<file path="config.mk">
export PLATFORM = sky130hd
export DESIGN_NAME = ula_div_seq
export DESIGN_NICKNAME = d
export VERILOG_FILES = /design/src/rtl/proc_fix_pkg.sv /design/src/rtl/ula_div_seq_div_step.sv /design/src/rtl/ula_div_seq.sv
export SDC_FILE = /design/constraint.sdc
export NUM_CORES = 1
export LEC_CHECK = 0
export CORE_MARGIN = 4
export CORE_UTILIZATION = 45
export DETAILED_ROUTE_END_ITERATION = 10
export GPL_TIMING_DRIVEN = 0
export PLACE_DENSITY = 0.65
export REMOVE_ABC_BUFFERS = 1
export SKIP_CTS_REPAIR_TIMING = 1
export SLEW_MARGIN = 30
export SYNTH_ARGS = -nofsm -noshare
export SYNTH_HDL_FRONTEND = slang
export SYNTH_SLANG_ARGS = --single-unit
</file>
<file path="constraint.sdc">
create_clock -name clk -period 5.1 [get_ports clk]
set_input_delay 1.02 -clock clk [delete_from_list [all_inputs] [get_ports clk]]
set_output_delay 1.02 -clock clk [all_outputs]
set_load 0.02 [all_outputs]
</file>
<file path="src/rtl/proc_fix_pkg.sv">
`default_nettype none
// +----------------------------------------------------------------------+
// | proc_fix_pkg : opcodes and divider state encoding for proc_fix       |
// | Rev 1.0                                                              |
// +----------------------------------------------------------------------+
package proc_fix_pkg;

    localparam logic [4:0] OP_DIV = 5'd4;
    localparam logic [4:0] OP_MOD = 5'd5;

    typedef enum logic [1:0] {
        S_IDLE = 2'd0,
        S_CALC = 2'd1,
        S_FIX  = 2'd2,
        S_DONE = 2'd3
    } div_state_e;

endpackage
`default_nettype wire

</file>
<file path="src/rtl/ula_div_seq_div_step.sv">
`default_nettype none
// +----------------------------------------------------------------------+
// | div_step : one restoring radix-2 iteration (shift, trial subtract)   |
// | Rev 1.0                                                              |
// +----------------------------------------------------------------------+
module div_step #(
    parameter int NUBITS = 32
) (
    input  logic [NUBITS-1:0] rem,
    input  logic [NUBITS-1:0] quo,
    input  logic [NUBITS-1:0] divisor,
    output logic [NUBITS-1:0] rem_next,
    output logic [NUBITS-1:0] quo_next
);

    logic [NUBITS:0] shifted;
    logic [NUBITS:0] diff;

    // remainder < divisor always holds, so a non-negative difference fits NUBITS bits
    always_comb begin
        shifted = {rem, quo[NUBITS-1]};
        diff    = shifted - {1'b0, divisor};
        if (!diff[NUBITS]) begin
            rem_next = diff[NUBITS-1:0];
            quo_next = {quo[NUBITS-2:0], 1'b1};
        end else begin
            rem_next = shifted[NUBITS-1:0];
            quo_next = {quo[NUBITS-2:0], 1'b0};
        end
    end

endmodule
`default_nettype wire

</file>
<file path="src/rtl/ula_div_seq.sv">
`default_nettype none
// +----------------------------------------------------------------------+
// | ula_div_seq : multi-cycle signed DIV/MOD responder for proc_fix      |
// | Rev 1.0                                                              |
// +----------------------------------------------------------------------+
module ula_div_seq
    import proc_fix_pkg::*;
#(
    parameter int         NUBITS = 32,
    parameter logic [4:0] OPDIV  = OP_DIV,
    parameter logic [4:0] OPMOD  = OP_MOD
) (
    input  logic              clk,
    input  logic              rst,
    input  logic              start,
    input  logic [4:0]        op,
    input  logic [NUBITS-1:0] in1,
    input  logic [NUBITS-1:0] in2,
    output logic              busy,
    output logic              done,
    output logic [NUBITS-1:0] out,
    output logic              dz
);

    localparam int CW = $clog2(NUBITS) + 1;

    div_state_e        state_q, state_d;
    logic [CW-1:0]     cnt_q, cnt_d;
    logic [NUBITS-1:0] rem_q, rem_d;
    logic [NUBITS-1:0] quo_q, quo_d;
    logic [NUBITS-1:0] div_q, div_d;
    logic              sel_q, sel_d;
    logic              qneg_q, qneg_d;
    logic              rneg_q, rneg_d;
    logic              dzp_q, dzp_d;
    logic              busy_q, busy_d;
    logic              done_q, done_d;
    logic [NUBITS-1:0] out_q, out_d;
    logic              dz_q, dz_d;

    logic [NUBITS-1:0] step_rem, step_quo;
    logic [NUBITS-1:0] abs_a, abs_b, rem_fix, quo_fix;
    logic              accept;

    div_step #(.NUBITS(NUBITS)) u_step (
        .rem      (rem_q),
        .quo      (quo_q),
        .divisor  (div_q),
        .rem_next (step_rem),
        .quo_next (step_quo)
    );

    always_comb begin
        state_d = state_q;
        cnt_d   = cnt_q;
        rem_d   = rem_q;
        quo_d   = quo_q;
        div_d   = div_q;
        sel_d   = sel_q;
        qneg_d  = qneg_q;
        rneg_d  = rneg_q;
        dzp_d   = dzp_q;
        out_d   = out_q;
        dz_d    = dz_q;

        abs_a   = in1[NUBITS-1] ? -in1 : in1;
        abs_b   = in2[NUBITS-1] ? -in2 : in2;
        rem_fix = rneg_q ? -rem_q : rem_q;
        quo_fix = qneg_q ? -quo_q : quo_q;
        accept  = start && ((op == OPDIV) || (op == OPMOD));

        case (state_q)
            S_IDLE, S_DONE: begin
                state_d = S_IDLE;
                if (accept) begin
                    sel_d  = (op == OPMOD);
                    qneg_d = in1[NUBITS-1] ^ in2[NUBITS-1];
                    rneg_d = in1[NUBITS-1];
                    div_d  = abs_b;
                    cnt_d  = CW'(NUBITS);
                    dzp_d  = (in2 == '0);
                    // zero divisor: park |in1| in rem so the sign fix-up restores in1 for MOD
                    if (in2 == '0) begin
                        rem_d   = abs_a;
                        quo_d   = '0;
                        state_d = S_FIX;
                    end else begin
                        rem_d   = '0;
                        quo_d   = abs_a;
                        state_d = S_CALC;
                    end
                end
            end
            S_CALC: begin
                rem_d = step_rem;
                quo_d = step_quo;
                cnt_d = cnt_q - CW'(1);
                if (cnt_q == CW'(1)) begin
                    state_d = S_FIX;
                end
            end
            S_FIX: begin
                out_d   = sel_q ? rem_fix : (dzp_q ? '1 : quo_fix);
                dz_d    = dzp_q;
                state_d = S_DONE;
            end
            default: state_d = S_IDLE;
        endcase

        busy_d = (state_d == S_CALC) || (state_d == S_FIX);
        done_d = (state_d == S_DONE);
    end

    always_ff @(posedge clk or negedge rst) begin
        if (!rst) begin
            state_q <= S_IDLE;
            cnt_q   <= '0;
            rem_q   <= '0;
            quo_q   <= '0;
            div_q   <= '0;
            sel_q   <= 1'b0;
            qneg_q  <= 1'b0;
            rneg_q  <= 1'b0;
            dzp_q   <= 1'b0;
            busy_q  <= 1'b0;
            done_q  <= 1'b0;
            out_q   <= '0;
            dz_q    <= 1'b0;
        end else begin
            state_q <= state_d;
            cnt_q   <= cnt_d;
            rem_q   <= rem_d;
            quo_q   <= quo_d;
            div_q   <= div_d;
            sel_q   <= sel_d;
            qneg_q  <= qneg_d;
            rneg_q  <= rneg_d;
            dzp_q   <= dzp_d;
            busy_q  <= busy_d;
            done_q  <= done_d;
            out_q   <= out_d;
            dz_q    <= dz_d;
        end
    end

    assign busy = busy_q;
    assign done = done_q;
    assign out  = out_q;
    assign dz   = dz_q;

endmodule
`default_nettype wire

</file>
### Yosys cells after proc, flatten, opt, wreduce, memory -nomap -nowiden

Index checks and enable logic that the tools add are counted.
W data, S select, Z words.

| operators by class | value |
|---|---|
| $add $sub $neg | 6 |
| equality and inequality tests | 10 |
| muxes and demuxes | 20 |
| bitwise operators | 1 |
| reductions and logical operators | 9 |

Operator list:

| kind | number |
|---|---|
| $mux W32 | 11 |
| $neg A32 Y32 | 4 |
| $pmux W32 S2 | 2 |
| $sub A33 B32 Y33 | 1 |
| $logic_not A32 Y1 | 1 |
| $pmux W6 S2 | 1 |
| $eq A5 B3 Y1 const B | 2 |
| $eq A2 B2 Y1 const B | 4 |
| $eq A6 B1 Y1 const B | 1 |
| $mux W2 | 3 |
| $mux W6 | 1 |
| $pmux W2 S3 | 1 |
| $sub A6 B1 Y6 const B | 1 |
| $eq A2 B1 Y1 const B | 2 |
| $reduce_and A2 Y1 | 2 |
| $logic_not A2 Y1 | 1 |
| $logic_or A1 B1 Y1 | 2 |
| $ne A2 B2 Y1 const B | 1 |
| $reduce_bool A2 Y1 | 1 |
| $reduce_or A2 Y1 | 1 |
| $logic_and A1 B1 Y1 | 1 |
| $mux W1 | 1 |
| $xor A1 B1 Y1 | 1 |

| word-level totals | value |
|---|---|
| bits in registers | 143 |
| input port bits | 72 |
| output and inout bits | 35 |
| word-level logic and storage cells | 59 |

### Logic depth before layout (Yosys ltp)

| depth | value |
|---|---|
| word-level depth | 7 |
| depth in mapped cells | 14 |
| depth with buffers taken out | 12 |

### Cells and area by module

From an unflattened synthesis, not the netlist that was laid out.

| unflattened totals | value |
|---|---|
| cells, all modules | 1340 |
| area total of the unflattened synthesis | 11242.0 µm² |

By module, submodules not included:

| module | times used | cells each | area each (µm²) | sequential area each (µm²) |
|---|---|---|---|---|
| ula_div_seq | 1 | 998 | 8753.4 | 3578.4 |
| div_step | 1 | 342 | 2488.6 | 0.0 |

### Worst setup path before layout

OpenSTA, ideal clock, no wires.

| timing path | value |
|---|---|
| kind | input to register |
| from | in in2[9] |
| to | reg rem_q[15] |
| setup time | 0.065 ns |
| arrival time | 3.562 ns |
| data required time | 5.035 ns |
| path slack | 1.473 ns |
| stages | 10 |
| cell sequence | or4_1 or3_1 or3_4 or4_4 buf_6 or3_1 buf_2 nand2b_4 o211ai_2 mux2_1 |

| on the way | value |
|---|---|
| longest elaborated chain between the ends | 4 |

RTL lines:

| item | line | source |
|---|---|---|
| start: declaration | ula_div_seq.sv:18 | `input logic [NUBITS-1:0] in2,` |
| $logic_not A32 Y1 | ula_div_seq.sv:83 | `if (in2 == '0) begin` |
| $mux W32 | ula_div_seq.sv:83 |  |
| $mux W32 | ula_div_seq.sv:75 | `if (accept) begin` |
| $pmux W32 S2 | ula_div_seq.sv:72 | `case (state_q)` |
| end signal: assignment | ula_div_seq.sv:132 | `rem_q <= rem_d;` |
| end: declaration | ula_div_seq.sv:29 | `logic [NUBITS-1:0] rem_q, rem_d;` |

Every way passes these cells. The select of a mux whose other input is x is not followed.
A chain may end at the register's enable or synchronous reset.

### Worst setup path in the final report

| timing path | value |
|---|---|
| from | in in2[13] |
| to | reg quo_q[28] |

| on the way | value |
|---|---|
| longest elaborated chain between the ends | 4 |

RTL lines:

| item | line | source |
|---|---|---|
| $logic_not A32 Y1 | ula_div_seq.sv:83 |  |
| $mux W32 | ula_div_seq.sv:83 |  |
| $mux W32 | ula_div_seq.sv:75 |  |
| $pmux W32 S2 | ula_div_seq.sv:72 |  |
| end signal: assignment | ula_div_seq.sv:133 | `quo_q <= quo_d;` |
| end: declaration | ula_div_seq.sv:30 | `logic [NUBITS-1:0] quo_q, quo_d;` |

Every way passes these cells. The select of a mux whose other input is x is not followed.

==> results_dict.tcl <==
set metrics [dict create \
    status "completed" \
    power_leakage_nw 5.41 \
    wl_um 30200 \
    port-buffer-count 106 \
    pwr-share-clk 0.254 \
    final.setup.worst_slack_ns 0.947 \
    die_h_um 164 \
    fmax_mhz 241 \
    via_per_inst 5.71 \
    clock_latency_ns 0.43 \
    htree_levels 4 \
    pwr_density_cell_mw_per_mm2 388 \
    synthTopCellsByArea "dfrtp_1 33%, xor2_1 8.4%, o21ai_0 6.3%" \
    p_sw_frac 0.411 \
    worstSetupStartpointType "input pin" \
    synth_area_mm2 0.0109 \
    gp_congestion 0.923 \
    cts_max_path_buffers 2 \
    ant_nets 0 \
    diodes 0 \
    syn_avg_cell_area_um2 8.09 \
    clk_pin_slew_worst_paths_ns 0.07 \
    worstPathRequired_ns 5.40 \
    async_flop_share 1.00 \
    synth_ff_type "dfrtp_1" \
    pwr-share-comb 0.422 \
    post-route-util 0.547 \
    drtIter0Drc 714 \
    dpl.hpwl_um 23300 \
    skew_ns 0.0126 \
    slew_headroom 0.350 \
    tightest_slew_ns 0.971 \
    arrival_ns 4.46 \
    first_global_vias 9321 \
    synth-seq-cells 143 \
    syn2layout_area_growth_pct 18.5 \
    yosysTopAreaCell "dfrtp_1" \
    initial_utilization 0.462 \
    fin_crit_sh 0.814 \
    maxSlewViolCount 0 \
    end_kind "flip-flop" \
    grt_use_total 0.223 \
    cts_sinks 143 \
    seq_area_frac_synth 0.327 \
    hold_class "in -> async" \
    rows 56 \
    syn_inst 1352 \
    fin_crit_ns 4.15 \
    seqPwrFrac 0.325 \
    dp_slack_ns 0.620 \
    grt_overflow 0 \
    hold_violations 0 \
    switching_power_mw 2.07 \
    first_pass_iters 5 \
    fillers 2207 \
    die_width_um 164 \
    p_int_mw 2.96 \
    io_pins 107 \
    synthMostInstantiatedCell "dfrtp_1" \
    yosysWarnings 0 \
    synth_edf_count 0 \
    antenna_found_initial 0 \
    numCtsBuffers 17 \
    synth_commonest_cells "143 x dfrtp_1, 138 x o21ai_0, 130 x nand2_1, 125 x nor2_1" \
    drive_above_1_share 0.0571 \
    fin_nets 1519 \
    worstSetupPathType "in -> reg" \
    grt_setup_unrepaired "no" \
    cts_tree "built" \
    r2r_cells 11 \
    maxCapViolCount 0 \
    die-area_mm2 0.0269 \
    setup_viol 0 \
    dr_total_vias 9912 \
    fp.coreArea_mm2 0.0237 \
    drt-wirelength-per-cell_um 17.4 \
    ys_types 73 \
    yosys.area.top_type_share 0.327 \
    grt_max_degree 63 \
    vdd_ir_drop_max_uv 229 \
    cp_max_fo 22 \
    drc 0 \
    cts-root-buf "clkbuf_16" \
    grt_pass1_wl_um 48600 \
]
## placed cells by master (no fill, tap or decap), types with 6 or more instances in the layout
| master | netlist | final |
|---|---|---|
| nor2_1 | 125 | 121 |
| or3_1 | 25 | 25 |
| a21oi_1 | 105 | 104 |
| a21o_1 | 33 | 33 |
| a31oi_1 | 16 | 16 |
| o21ai_1 | 6 | 6 |
| ha_1 | 41 | 40 |
| clkdlybuf4s50_1 | 0 | 104 |
| o31ai_1 | 37 | 37 |
| nand3_1 | 18 | 17 |
| a211oi_1 | 8 | 8 |
| inv_1 | 60 | 59 |
| clkbuf_16 | 0 | 17 |
| xor2_1 | 105 | 105 |
| xnor2_1 | 45 | 45 |
| nand4_1 | 8 | 8 |
| or4_1 | 14 | 14 |
| o21bai_1 | 6 | 6 |
| buf_16 | 0 | 7 |
| a221oi_1 | 33 | 33 |
| or2_2 | 7 | 7 |
| nor3_1 | 32 | 31 |
| o41ai_1 | 17 | 17 |
| mux2i_1 | 11 | 11 |
| dfrtp_1 | 143 | 142 |
| o21ai_0 | 138 | 137 |
| nand2b_1 | 10 | 10 |
| nand2_1 | 130 | 130 |
| nor4_1 | 12 | 12 |
## sequential cells by signal, indices dropped and copies added (netlist names)
register and flops:
dzp_q 1, rem_q 32, state_q 2, div_q 32
quo_q 32, cnt_q 6, sel_q 1, dz 1
out 32, qneg_q 1, busy 1, rneg_q 1
done 1
## worst max-delay path: stages
cell             delay [ns]
clkdlybuf4s50_1        0.49
or4_4                  0.60
nor4_4                 0.18
or3b_4                 0.44
or4_4                  0.57
nor2_2                 0.64
o21ai_0                0.25
o21ai_0                0.14
a21oi_1                0.11
## layer usage
| layer | GRT usage | wire length [um] |
|---|---|---|
| met1 | 0.328 | 14900 |
| met2 | 0.353 | 13400 |
| met3 | 0.0241 | 1500 |
| met4 | 0.0541 | 490 |
| met5 | 0 | 0 |
## power groups by stage
stage,clock (mW),sequential (mW),combinational [mW]
2_1_floorplan,0,1.56,1.54
3_3_place_gp,0,1.64,2.03
3_5_place_dp,0,1.64,2.08
4_1_cts,1.29,1.62,2.10
5_1_grt,1.34,1.67,2.36
6_report,1.27,1.63,2.12
## final timing paths
path,startpoint,endpoint,slack [ns]
setup / recovery,in2[13],quo_q[28]$_DFFE_PN0P_,0.95
hold / removal,rst,div_q[1]$_DFFE_PN0P_,0.44
setup reg to reg,rem_q[10]$_DFFE_PN0P_,rem_q[15]$_DFFE_PN0P_,1.09
hold reg to reg,out[13]$_DFFE_PN0N_,out[13]$_DFFE_PN0N_,0.47
max in group asynchronous,rst,sel_q$_DFFE_PN0P_,3.74
min in group clk,out[13]$_DFFE_PN0N_,out[13]$_DFFE_PN0N_,0.47
## final cells by class
type	instances	area, um^2	area share
Sequential cell	143	3580	0.276
Multi-Input combinational cell	1066	6850	0.529
Inverter	61	229	0.0177
Clock inverter	12	135	0.0104
Clock buffer	20	457	0.0352
Tap cell	319	399	0.0308
Timing Repair Buffer	116	1310	0.101
## cells by family (layout without fill, tap and decap cells)
| logic type | count (synthesis) | in the layout | synth area share |
|---|---|---|---|
| XOR/XNOR | 150 | 150 | 0.120 |
| AND/OR/NAND/NOR | 409 | 409 | 0.178 |
| buffers and inverters | 143 | 209 | 0.0508 |
| multiplexers | 15 | 15 | 0.0142 |
| AO/OA/AOI/OAI | 450 | 450 | 0.261 |
| adder cells (fa/ha/maj) | 42 | 42 | 0.0487 |
| flip-flops | 143 | 143 | 0.327 |
## through the flow
stage | setup TNS [ns] | power, mW | instance area (um^2) | cells | hold slack (ns)
6_report | 0 | 5.03 | 13000 | 1737 | 0.444
4_1_cts | 0 | 5.01 | 13000 | 1737 | 0.446
2_1_floorplan | -127.40 | 3.10 | 10600 | 1270 | 0.450
3_3_place_gp | -754.85 | 3.66 | 12100 | 1695 | 0.460
3_5_place_dp | 0 | 3.73 | 12400 | 1705 | 0.468
5_1_grt | 0 | 5.37 | 13000 | 1737 | 0.458
No activity file was read; power rests on OpenSTA's default activity.
